`src/rtl/pe_operand_feeder.sv`:
```
// Operand feeder for the convolution PE: streams patch/filter chunks from two
// 1-cycle-latency read ports and emits accum/en aligned to the adder-tree depth.
module pe_operand_feeder #(
  parameter int unsigned LENGTH  = 16,
  parameter int unsigned INT8    = 8,
  parameter int unsigned AW      = 8,
  parameter int unsigned CNT_W   = 8,
  parameter int unsigned ACC_DLY = 5
) (
  input  logic                   clk,
  input  logic                   reset,
  input  logic                   start,
  input  logic [CNT_W-1:0]       num_chunks,
  input  logic [AW-1:0]          base_a,
  input  logic [AW-1:0]          base_b,
  output logic                   rd_en_a,
  output logic [AW-1:0]          rd_addr_a,
  input  logic [LENGTH*INT8-1:0] rd_data_a,
  output logic                   rd_en_b,
  output logic [AW-1:0]          rd_addr_b,
  input  logic [LENGTH*INT8-1:0] rd_data_b,
  output logic [LENGTH*INT8-1:0] in_a,
  output logic [LENGTH*INT8-1:0] in_b,
  output logic                   accum,
  output logic                   en,
  output logic                   busy,
  output logic                   done
);

  localparam int unsigned DW = LENGTH * INT8;

  typedef enum logic [1:0] {IDLE, ISSUE, DRAIN} state_t;

  state_t             state;
  logic [CNT_W-1:0]   n_q;
  logic [CNT_W-1:0]   k_q;
  logic [AW-1:0]      base_a_q;
  logic [AW-1:0]      base_b_q;

  // Read-return stage tags (chunk k sits here in cycle 2+k)
  logic               rd_vld;
  logic               rd_acc;
  logic               rd_fin;

  // Tag shift register: bit i holds the chunk that was on in_a/in_b i cycles ago
  logic [ACC_DLY-1:0] sr_vld;
  logic [ACC_DLY-1:0] sr_acc;
  logic [ACC_DLY-1:0] sr_en;

  logic               last_issue_c;
  logic               pipe_busy_c;

  assign last_issue_c = (k_q == n_q - CNT_W'(1));
  assign pipe_busy_c  = rd_en_a | rd_vld | (|sr_vld);

  // Job control: address issue and completion
  always_ff @(posedge clk or negedge reset) begin
    if (!reset) begin
      state     <= IDLE;
      n_q       <= '0;
      k_q       <= '0;
      base_a_q  <= '0;
      base_b_q  <= '0;
      rd_en_a   <= 1'b0;
      rd_en_b   <= 1'b0;
      rd_addr_a <= '0;
      rd_addr_b <= '0;
      busy      <= 1'b0;
      done      <= 1'b0;
    end else begin
      done <= 1'b0;
      case (state)
        IDLE: begin
          if (start) begin
            if (num_chunks != '0) begin
              n_q       <= num_chunks;
              base_a_q  <= base_a;
              base_b_q  <= base_b;
              k_q       <= '0;
              rd_en_a   <= 1'b1;
              rd_en_b   <= 1'b1;
              rd_addr_a <= base_a;
              rd_addr_b <= base_b;
              busy      <= 1'b1;
              state     <= ISSUE;
            end else begin
              done <= 1'b1;
            end
          end
        end
        ISSUE: begin
          if (last_issue_c) begin
            rd_en_a   <= 1'b0;
            rd_en_b   <= 1'b0;
            rd_addr_a <= '0;
            rd_addr_b <= '0;
            state     <= DRAIN;
          end else begin
            k_q       <= k_q + CNT_W'(1);
            rd_addr_a <= base_a_q + AW'(k_q + CNT_W'(1));
            rd_addr_b <= base_b_q + AW'(k_q + CNT_W'(1));
          end
        end
        DRAIN: begin
          // Final chunk is in the accum/en register once everything upstream is empty
          if (!pipe_busy_c) begin
            busy  <= 1'b0;
            done  <= 1'b1;
            state <= IDLE;
          end
        end
        default: state <= IDLE;
      endcase
    end
  end

  // Operand capture and control-tag pipeline
  always_ff @(posedge clk or negedge reset) begin
    if (!reset) begin
      rd_vld <= 1'b0;
      rd_acc <= 1'b0;
      rd_fin <= 1'b0;
      in_a   <= '0;
      in_b   <= '0;
      sr_vld <= '0;
      sr_acc <= '0;
      sr_en  <= '0;
      accum  <= 1'b0;
      en     <= 1'b0;
    end else begin
      rd_vld <= rd_en_a;
      rd_acc <= rd_en_a & (k_q != '0);
      rd_fin <= rd_en_a & last_issue_c;
      in_a   <= rd_vld ? rd_data_a : DW'(0);
      in_b   <= rd_vld ? rd_data_b : DW'(0);
      sr_vld <= ACC_DLY'({sr_vld, rd_vld});
      sr_acc <= ACC_DLY'({sr_acc, rd_vld & rd_acc});
      sr_en  <= ACC_DLY'({sr_en, rd_vld & rd_fin});
      accum  <= sr_acc[ACC_DLY-1];
      en     <= sr_en[ACC_DLY-1];
    end
  end

endmodule

```
`config.mk`:
```
export PLATFORM = sky130hd
export DESIGN_NAME = pe_operand_feeder
export DESIGN_NICKNAME = d
export VERILOG_FILES = /design/src/rtl/pe_operand_feeder.sv
export SDC_FILE = /design/constraint.sdc
export NUM_CORES = 1
export LEC_CHECK = 0
export ABC_AREA = 1
export CORE_AREA = 2 2 217 219
export CTS_BUF_LIST = sky130_fd_sc_hd__clkbuf_8
export DETAILED_ROUTE_END_ITERATION = 16
export DIE_AREA = 0 0 219 221
export PLACE_DENSITY_LB_ADDON = 0.25
export SYNTH_ARGS = -nofsm -noshare
export SYNTH_HDL_FRONTEND = slang
export SYNTH_SLANG_ARGS = --single-unit
```
`constraint.sdc`:
```
create_clock -name clk -period 3.3 [get_ports clk]
set_input_delay 0.495 -clock clk [delete_from_list [all_inputs] [get_ports clk]]
set_output_delay 0.495 -clock clk [all_outputs]
set_load 0.03 [all_outputs]
```
==> impl_results.md, run 1 <==
* Final worst path period share at 0.786
* Total leakage power at 10.4 nW
* Core ar. at 46100 µm²
* Internal power at 0.00979 W
* Clock Sinks at 329
* First-pass GRT wire length at 63100 µm
* Pin count of the biggest net entering global routing at 90
* TNS Setup at 0 ns
* Initial Utilization at 0.267
* Vias in the first global route at 10223
* Net switching power at 0.00641 W
* R2R Setup Slk at 0.71 ns
* Fill cells at 4494
* DRC at 0
* Synth warn at 0
* Die area at 48400 µm²
* Max-Cap Viols at 0
* Wirelength per Cell at 16.9 µm
* Syn Inst Count at 1270
* Worst EP arrival at 3.08 ns
* Clock skew at 0.0152 ns
* Die width at 219 µm
* Avg Inst Size Synth at 9.67 µm²
* Routed WL at 42600 µm
* Pwr per Cell Area at 818 nW/µm²
* Clock network power share at 0.228
* Synth cell types at 31
* DP Wirelength at 33000 µm
* Worst skew pair latency at 0.60 ns
* Worst r2r dst: rd_addr_a[7]
* DIE HEIGHT at 221 µm
* Worst slew pin tran at 0.732 ns
* Number of port buffers at 560
* Fmax at 386 MHz
* Period minus WS final at 2.59 ns
* CTS tree: built
* Layout cells sized above 1 at 0.0572
* Worst setup path class: flop to flop
* HP Start: sr_acc[2]
* Overall power at 0.0162 W
* Overflow after GRT at 0
* FF-to-FF Start: k_q[0]
* Status: finished clean
* Floorplan row count at 79
* Post-CTS Setup Inserts at 0
* Worst-path clk slew at 0.07 ns
* Slew Viols, Final at 0
* Clock tree buffer depth at 3
* Comb pwr share at 0.424
* Final setup vio count at 0
* Commonest non-fill, non-tap cell in the layout: clkdlybuf4s50_1
* Slew Limit Headroom at 0.512
* Initial antenna violation count at 4
* Via count at 10076
* Startpoint types: flop
* Flop pwr share at 0.348
* 1st-iter DRT viols at 486
* Area Growth Syn to Fin at 61.4%
* Worst-path fanout max at 6
* Crit. End Element: flop
* RSZ-0062 raised after global routing: false
* CTS Buf Count at 57
* Area of the mapped netlist at 12300 µm²
* Total GRT Usage at 0.174
* Post-route ant nets at 0
* Layout Nets at 2163
* Root Driver: clkbuf_8
* Maximum vdd drop at 0.469 mV
* IO Count at 561
* Sw frac at 0.396
* Syn Nets at 1572
* Critical Path Start: k_q[0]
* Hold Path Depth at 0
* Vias/cell at 4.01
* Reg2reg path depth at 16
* CP required at 3.79 ns
* Hold WC Path Type: flop to flop
* Drt pass-1 iters at 5
* Most frequent cells in the layout: clkdlybuf4s50_1, nand2_1, dfrtp_1
* Hold Fails Final Rpt at 0
* Gpl congestion at 0.874
* Worst Setup EP: rd_addr_a[7]
* H-tree depth at 2
* Register bit count reported by yosys at 329
* Sequential element share of the synthesized area at 0.671
[worst max-delay path, stage by stage (launching register included)]
cell     delay, ns
dfrtp_1       0.40
inv_1         0.16
nor2_2        0.26
inv_1         0.07
nor2_1        0.11
xor2_1        0.36
ha_1          0.36
nand2_1       0.11
inv_1         0.05
nand2_1       0.06
nand2_1       0.07
a21oi_1       0.13
nand3_1       0.10
nand2_1       0.08
inv_1         0.04
nand3_1       0.07
a21oi_1       0.06
[power groups by stage]
stage	Sequential [W]	Clock (W)	Combinational [W]
4_1_cts	0.00565	0.00386	0.00695
3_3_place_gp	0.00569	0	0.00684
6_report	0.00563	0.00370	0.00687
3_5_place_dp	0.00570	0	0.00692
2_1_floorplan	0.00717	0	0.00241
5_1_grt	0.00575	0.00405	0.00746
[how the worst min path moves through the flow]
stage / endpoint / slack [ns]
floorplan: accum / 0.20
global placement: sr_en[4] / 0.34
detailed placement: sr_acc[4] / 0.34
CTS: in_b[115] / 0.33
global route: in_b[115] / 0.35
finish: sr_acc[3] / 0.35
[cells in the mapped netlist]
| master | number | share of area |
|---|---|---|
| o21bai_1 | 5 | 0.0031 |
| nor4_1 | 5 | 0.0025 |
| or2_2 | 1 | 0.00051 |
| inv_2 | 2 | 0.00061 |
| ha_1 | 17 | 0.017 |
| nor3_1 | 2 | 0.00082 |
| nand3_1 | 54 | 0.022 |
| buf_6 | 1 | 0.00092 |
| dfrtp_1 | 329 | 0.67 |
| buf_2 | 5 | 0.0020 |
| nor2_1 | 26 | 0.0079 |
| buf_1 | 2 | 0.00061 |
| nand3_2 | 1 | 0.00082 |
| xor2_1 | 9 | 0.0064 |
| xnor2_1 | 7 | 0.0050 |
| o21ai_0 | 22 | 0.0090 |
| clkbuf_1 | 32 | 0.0098 |
| nand2_1 | 399 | 0.12 |
| a41oi_1 | 1 | 0.00071 |
| nand2_2 | 2 | 0.0010 |
| o211ai_1 | 2 | 0.0012 |
| a21oi_1 | 18 | 0.0073 |
| fa_1 | 2 | 0.0033 |
| a31oi_1 | 1 | 0.00051 |
| buf_4 | 3 | 0.0018 |
| a21o_1 | 1 | 0.00061 |
| inv_1 | 305 | 0.093 |
| nand4_1 | 7 | 0.0036 |
| o41ai_1 | 1 | 0.00071 |
| nor2_2 | 7 | 0.0036 |
| o21ai_1 | 1 | 0.00041 |
[registers in the layout, summed over array words and instances (netlist names), 2 cells and up]
register,cells
in_a,128
sr_en,5
sr_vld,5
k_q,8
state,2
sr_acc,5
n_q,8
rd_addr_a,8
base_a_q,8
rd_addr_b,8
base_b_q,8
in_b,128
[layer usage]
metal | vias to the layer above | track usage | part of all wire
met5 | - | 0 | 0
met4 | 0 | 0.0551 | 0.028
met3 | 75 | 0.0474 | 0.070
met2 | 323 | 0.325 | 0.54
met1 | 4819 | 0.188 | 0.37
li1 | 4859 | - | -
[per-stage QoR]
step                      hold WS (ns)  instance area, µm²  std cells   util  setup WS, ns
final                            0.348               19800       2515  0.430         0.707
after global routing             0.350               19800       2515  0.430         0.454
after CTS                        0.326               19800       2511  0.430         0.722
after detailed placement         0.336               18600       2408  0.405         0.574
after global placement           0.337               18600       2408  0.405         0.620
after floorplan                  0.199               12300       1270      -          1.23
[cells by family (layout without fill, tap and decap cells)]
group / count (synthesis) / in the layout / synth area share
xor+xnor: 16 / 16 / 0.0114
flops: 329 / 329 / 0.671
simple gates: 504 / 504 / 0.165
fa+ha+maj: 19 / 19 / 0.0206
other cells: 0 / 4 / 0
compound gates: 52 / 52 / 0.0235
buf+inv: 350 / 984 / 0.109
[layout make-up]
| class | count | area [µm²] | area share |
|---|---|---|---|
| flip-flops and latches | 329 | 8240 | 0.416 |
| clock inverters | 32 | 189 | 0.00953 |
| inverters | 307 | 1150 | 0.0582 |
| multi-input cells | 591 | 2710 | 0.137 |
| well taps | 607 | 759 | 0.0383 |
| diodes | 4 | 10.0 | 0.000505 |
| repair buffers | 575 | 5800 | 0.293 |
| clock buffers | 70 | 963 | 0.0486 |
[repair_timing]
item / in CTS / in global routing
hold buffers: 1 / 0
gates resized for setup: 0 / 0
endpoints found under the hold margin: 83 / 0
Power figures use the tool's default switching activity.
==> run 2, diff against run 1 <==
--- a/config.mk
+++ b/config.mk
@@ -6,10 +6,10 @@
 export NUM_CORES = 1
 export LEC_CHECK = 0
 export ABC_AREA = 1
-export CORE_AREA = 2 2 217 219
+export CORE_AREA = 2 2 218 220
 export CTS_BUF_LIST = sky130_fd_sc_hd__clkbuf_8
 export DETAILED_ROUTE_END_ITERATION = 16
-export DIE_AREA = 0 0 219 221
+export DIE_AREA = 0 0 220 222
 export PLACE_DENSITY_LB_ADDON = 0.25
 export SYNTH_ARGS = -nofsm -noshare
 export SYNTH_HDL_FRONTEND = slang
==> constraint.sdc (replaced) <==
create_clock -name clk -period 2.5 [get_ports clk]
set_input_delay 0.375 -clock clk [delete_from_list [all_inputs] [get_ports clk]]
set_output_delay 0.375 -clock clk [all_outputs]
set_load 0.03 [all_outputs]
==> run 2 against run 1 <==
Hold slack worse by 0.079 ns. Combinational power increased by 33%. Worst setup slack got worse by 0.55 ns. Clock-buffer cell count increased by 3. Global-route usage fell by 0.094 points. Die area grew 0.91%. Design area grew 0.58%. Clock power is 34% higher. Sequential power increased by 31%. Fmax is 11% higher. Power rose by 33%. First-iteration DRC count rose by 22%. Critical path type unchanged.
==> impl_results.md, run 2 (synthesized netlist as in run 1, its figures left out) <==
* Status: finished clean
* 1st-iter DRT viols at 595
* Maximum vdd drop at 0.670 mV
* Post-Place Cells at 2413
* Worst slew pin tran at 0.703 ns
* Hold endpoint: in_b[122]
* Slew Limit Headroom at 0.531
* Crit-path max cell delay at 0.42 ns
* Worst-path clk slew at 0.06 ns
* Post-place setup slack at 0.101 ns
* Vias in the first global route at 10345
* Clock skew at 0.0223 ns
* Die width at 220 µm
* Final setup margin at 0.156 ns
* Design area at 19900 µm²
* IO Count at 561
* Worst EP arrival at 2.85 ns
* Root Driver: clkbuf_8
* Post-route ant nets at 0
* Worst-path cell chain: ha_1 > nand2_1 > inv_1 > nor2_1 > ha_1 > a21oi_1 > nand2_1 > a21oi_1 > nand3_1 > nand2_1 > inv_1 > nand3_1 > a21oi_1
* CP required at 3.00 ns
* Layout Nets at 2170
* Clock Sinks at 329
* Pwr per Cell Area at 1080 nW/µm²
* Placement Cell Area at 18700 µm²
* Final worst path period share at 0.938
* Pin count of the biggest net entering global routing at 141
* Crit-path slowest cell: dfrtp_1
* Top flop regs: in_a (128), in_b (128)
* Vias/cell at 4.00
* FF-to-FF Start: k_q[0]
* Initial Utilization at 0.265
* Wirelength per Cell at 17.0 µm
* Hold WC Path Type: primary input to flop
* Routed WL at 42900 µm
* Via count at 10075
* Startpoint types: flop
* Drt pass-1 iters at 4
* HP Start: rd_data_b[122]
* Worst-path fanout max at 6
* CTS Buf Count at 57
* DIE HEIGHT at 222 µm
* Reg2reg path depth at 13
* Period minus WS final at 2.34 ns
* Worst r2r dst: rd_addr_a[7]
* Fill cells at 4565
* CTS tree: built
* Worst skew pair latency at 0.62 ns
* RSZ-0062 raised after global routing: true
* Gpl congestion at 0.903
* Overflow after GRT at 0
* Hold Path Depth at 3
* Clock tree buffer depth at 3
* Core ar. at 46300 µm²
* Fmax at 427 MHz
* Total GRT Usage at 0.173
* Area Growth Syn to Fin at 62.4%
* Max-Cap Viols at 0
* Floorplan row count at 79
* Layout cells sized above 1 at 0.0650
* Die area at 48800 µm²
* Number of port buffers at 560
* Commonest non-fill, non-tap cell in the layout: clkdlybuf4s50_1
* R2R Setup Slk at 0.16 ns
* Initial antenna violation count at 5
* H-tree depth at 2
* Fin cells at 2520
* Slew Viols, Final at 0
* Crit. End Element: flop
* DRC at 0
* First-pass GRT wire length at 63300 µm
* Total leakage power at 10.5 nW
* Hold Fails Final Rpt at 0
* Most frequent cells in the layout: clkdlybuf4s50_1, nand2_1, dfrtp_1
* Final setup vio count at 0
* Worst setup path class: flop to flop
* DP Wirelength at 33100 µm
[run 2: routing by layer]
metal,track usage,vias up,wire (µm)
met5,0,-,9
met4,0.0600,2,1140
met3,0.0446,69,3180
met2,0.320,319,23000
met1,0.189,4806,15600
li1,-,4879,-
[run 2: critical path, delay by kind of cell (launching register included)]
family / cells / cell delay [ns]
and+or+nand+nor: 6 / 0.69
AOI/OAI and AO/OA: 3 / 0.44
adders and majority gates: 2 / 0.58
DFF: 1 / 0.42
buffers and inverters: 2 / 0.10
[run 2: how the worst max path moves through the flow]
stage | startpoint | to | cells past startpoint
floorplan | k_q[0] | rd_addr_a[7] | 16
global placement | k_q[0] | rd_addr_a[7] | 16
detailed placement | k_q[0] | rd_addr_b[6] | 14
CTS | k_q[0] | rd_addr_b[6] | 14
global route | k_q[1] | rd_addr_b[6] | 14
finish | k_q[0] | rd_addr_a[7] | 13
[run 2: what timing repair did]
item	CTS	global route
hold buffers	1	0
buffers inserted	0	2
gates resized for setup	0	5
hold endpoints to repair	51	0
endpoints found under the setup margin	0	6
[run 2: power breakdown]
part | switching [W] | internal, W | leakage (nW) | total (W)
Combinational | 0.00560 | 0.00354 | 5.91 | 0.00914
Sequential | 0.000690 | 0.00671 | 3.88 | 0.00740
Clock | 0.00222 | 0.00272 | 0.661 | 0.00494
[run 2: layout make-up]
type,instances,area (µm²),area share
flip-flops and latches,329,8240,0.413
repair buffers,582,5900,0.296
multi-input cells,591,2710,0.136
inverters,307,1150,0.0578
clock buffers,73,1000,0.0504
well taps,607,759,0.0381
clock inverters,27,154,0.00772
diodes,4,10.0,0.000502
[run 2: stage by stage]
| step | util | TNS, ns | hold slack (ns) | total power [W] |
|---|---|---|---|---|
| 2_1_floorplan | - | 0 | 0.0794 | 0.0126 |
| 3_3_place_gp | 0.405 | 0 | 0.335 | 0.0166 |
| 3_5_place_dp | 0.405 | 0 | 0.335 | 0.0167 |
| 4_1_cts | 0.430 | 0 | 0.198 | 0.0218 |
| 5_1_grt | 0.431 | -0.0165 | 0.220 | 0.0229 |
| 6_report | 0.431 | 0 | 0.269 | 0.0215 |
==> run 3, diff against run 2 <==
--- a/config.mk
+++ b/config.mk
@@ -10,6 +10,7 @@
 export CTS_BUF_LIST = sky130_fd_sc_hd__clkbuf_8
 export DETAILED_ROUTE_END_ITERATION = 16
 export DIE_AREA = 0 0 220 222
+export MAX_ROUTING_LAYER = met4
 export PLACE_DENSITY_LB_ADDON = 0.25
 export SYNTH_ARGS = -nofsm -noshare
 export SYNTH_HDL_FRONTEND = slang
==> run 3 against run 2 <==
Largest power group unchanged. Clock power rose by 1%. Power grew 0.52%. Hold slack lost 0.0041 ns. Critical path type unchanged. Via count fell by 0.89%.
==> impl_results.md, run 3 (synthesized netlist as in run 1, its figures left out) <==
* Worst EP arrival at 2.83 ns
* Overflow after GRT at 0
* IO Count at 561
* Floorplan row count at 79
* Total GRT Usage at 0.175
* Overall power at 0.0216 W
* Most frequent cells in the layout: clkdlybuf4s50_1, nand2_1, dfrtp_1
* Vias/cell at 3.97
* Core ar. at 46300 µm²
* Worst skew pair latency at 0.63 ns
* RSZ-0062 raised after global routing: false
* Fmax at 433 MHz
* Slew Viols, Final at 0
* Reg2reg path depth at 11
* Flop pwr share at 0.344
* Slew Limit Headroom at 0.571
* Pwr per Cell Area at 1080 nW/µm²
* Final Core Density at 0.431
* Met1 WL at 16000 µm
* Routed wl met3 at 2820 µm
* HP Start: rd_data_b[68]
* Worst-path cell chain: nand2_1 > nor2_4 > xor2_1 > ha_1 > nand2_1 > nor2_1 > nor2_1 > o21ai_1 > xor2_1 > nand3_1 > a21oi_1
* Final worst path period share at 0.923
* Crit-path max cell delay at 0.41 ns
* DP Wirelength at 32800 µm
* Wirelength per Cell at 16.8 µm
* Clock tree buffer depth at 3
* Top routing layer used: met4
* Clock Sinks at 329
* Pin count of the biggest net entering global routing at 138
* Top flop regs: in_a (128), in_b (128)
* CP required at 3.03 ns
* FF-to-FF Start: k_q[1]
* Area Growth Syn to Fin at 62.6%
* DIE HEIGHT at 222 µm
* Number of port buffers at 560
* Root Driver: clkbuf_8
* Internal power at 0.0131 W
* CTS tree: built
* Worst slew pin tran at 0.643 ns
* Startpoint types: flop
* CTS Buf Count at 58
* Worst-path clk slew at 0.07 ns
* Gpl congestion at 0.902
* Post-Place Cells at 2411
* H-tree depth at 2
* Routed WL at 42300 µm
* Worst-path fanout max at 5
* Initial Utilization at 0.265
* Area of the multi-input gates at 2770 µm²
* Via count at 9985
* R2R Setup Slk at 0.19 ns
* Clock network power share at 0.232
* Worst setup path class: flop to flop
* Layout cells sized above 1 at 0.0686
* Clock skew at 0.0216 ns
* Status: finished clean
* Worst r2r dst: rd_addr_a[5]
* Comb pwr share at 0.425
* Crit. End Element: flop
* Die area at 48800 µm²
* Net switching power at 0.00850 W
* Hold Path Depth at 3
* Final setup vio count at 0
* Total leakage power at 10.4 nW
* Fill cells at 4525
* Sequential Area at 8240 µm²
* Fin cells at 2518
* Max-Cap Viols at 0
* Layout Nets at 2167
* DRC at 0
* Initial antenna violation count at 2
* Sw frac at 0.394
* TNS Setup at 0 ns
* First-pass GRT wire length at 62800 µm
* Die width at 220 µm
* Period minus WS final at 2.31 ns
* Hold endpoint: in_b[68]
* Commonest non-fill, non-tap cell in the layout: clkdlybuf4s50_1
* Maximum vdd drop at 0.661 mV
* Drt pass-1 iters at 5
* Met2 wire length at 22800 µm
* Post-route ant nets at 0
* 1st-iter DRT viols at 544
* Vias in the first global route at 10212
* Crit-path slowest cell: dfrtp_1
* Hold WC Path Type: primary input to flop
* Hold Fails Final Rpt at 0
run 3: cell count changes in the layout (fill, tap and decap cells not counted), moves of 2 or more:
| cell | previous run | this run |
|---|---|---|
| diode_2 | 4 | 2 |
| buf_12 | 10 | 7 |
| clkinvlp_4 | 1 | 3 |
| ha_4 | 0 | 4 |
| nor2_1 | 26 | 24 |
| clkbuf_8 | 73 | 75 |
| nor2_2 | 6 | 8 |
| ha_1 | 17 | 13 |
run 3: worst max-delay path by stage:
stage | start | end
3_5_place_dp | k_q[0] | rd_addr_a[5]
2_1_floorplan | k_q[0] | rd_addr_a[7]
4_1_cts | k_q[0] | rd_addr_b[6]
3_3_place_gp | k_q[0] | rd_addr_a[7]
6_report | k_q[1] | rd_addr_a[5]
5_1_grt | k_q[1] | rd_addr_a[5]
run 3: worst max-delay path: cells and delay by family (launching register included):
family	cells	cell delay, ns
and+or+nand+nor	6	0.65
xor gates and xnor gates	2	0.59
AOI/OAI and AO/OA	2	0.21
DFF	1	0.41
adders and majority gates	1	0.37
run 3: final cells by class:
| class | count | share of cell area |
|---|---|---|
| repair buffers | 578 | 0.292 |
| inverters | 307 | 0.0577 |
| flip-flops and latches | 329 | 0.413 |
| multi-input cells | 591 | 0.139 |
| diodes | 2 | 0.000251 |
| clock buffers | 75 | 0.0517 |
| clock inverters | 29 | 0.00827 |
| well taps | 607 | 0.0380 |
run 3: metrics by stage:
step	worst slack, ns	cell area [µm²]	hold WS, ns
2_1_floorplan	0.426	12300	0.0794
3_3_place_gp	0.169	18700	0.333
3_5_place_dp	0.0942	18700	0.335
4_1_cts	0.0726	19900	0.185
5_1_grt	0.00496	20000	0.218
6_report	0.192	20000	0.265
run 3: timing repair:
action | CTS | global route
resized for setup | 0 | 13
endpoints found under the setup margin | 0 | 7
endpoints found under the hold margin | 51 | 0
hold buffers | 1 | 0
buffers inserted | 0 | 0
run 3: routing by layer:
layer,vias to the layer above,GRT usage
met5,-,-
met2,285,0.317
met4,0,0.0448
met3,57,0.0425
met1,4775,0.191
li1,4868,-
run 3: power groups by stage:
stage	combinational [W]	clock, W	sequential [W]
detailed placement	0.00918	0	0.00749
CTS	0.00921	0.00521	0.00741
finish	0.00917	0.00500	0.00742
floorplan	0.00318	0	0.00946
global route	0.00999	0.00543	0.00756
global placement	0.00914	0	0.00747
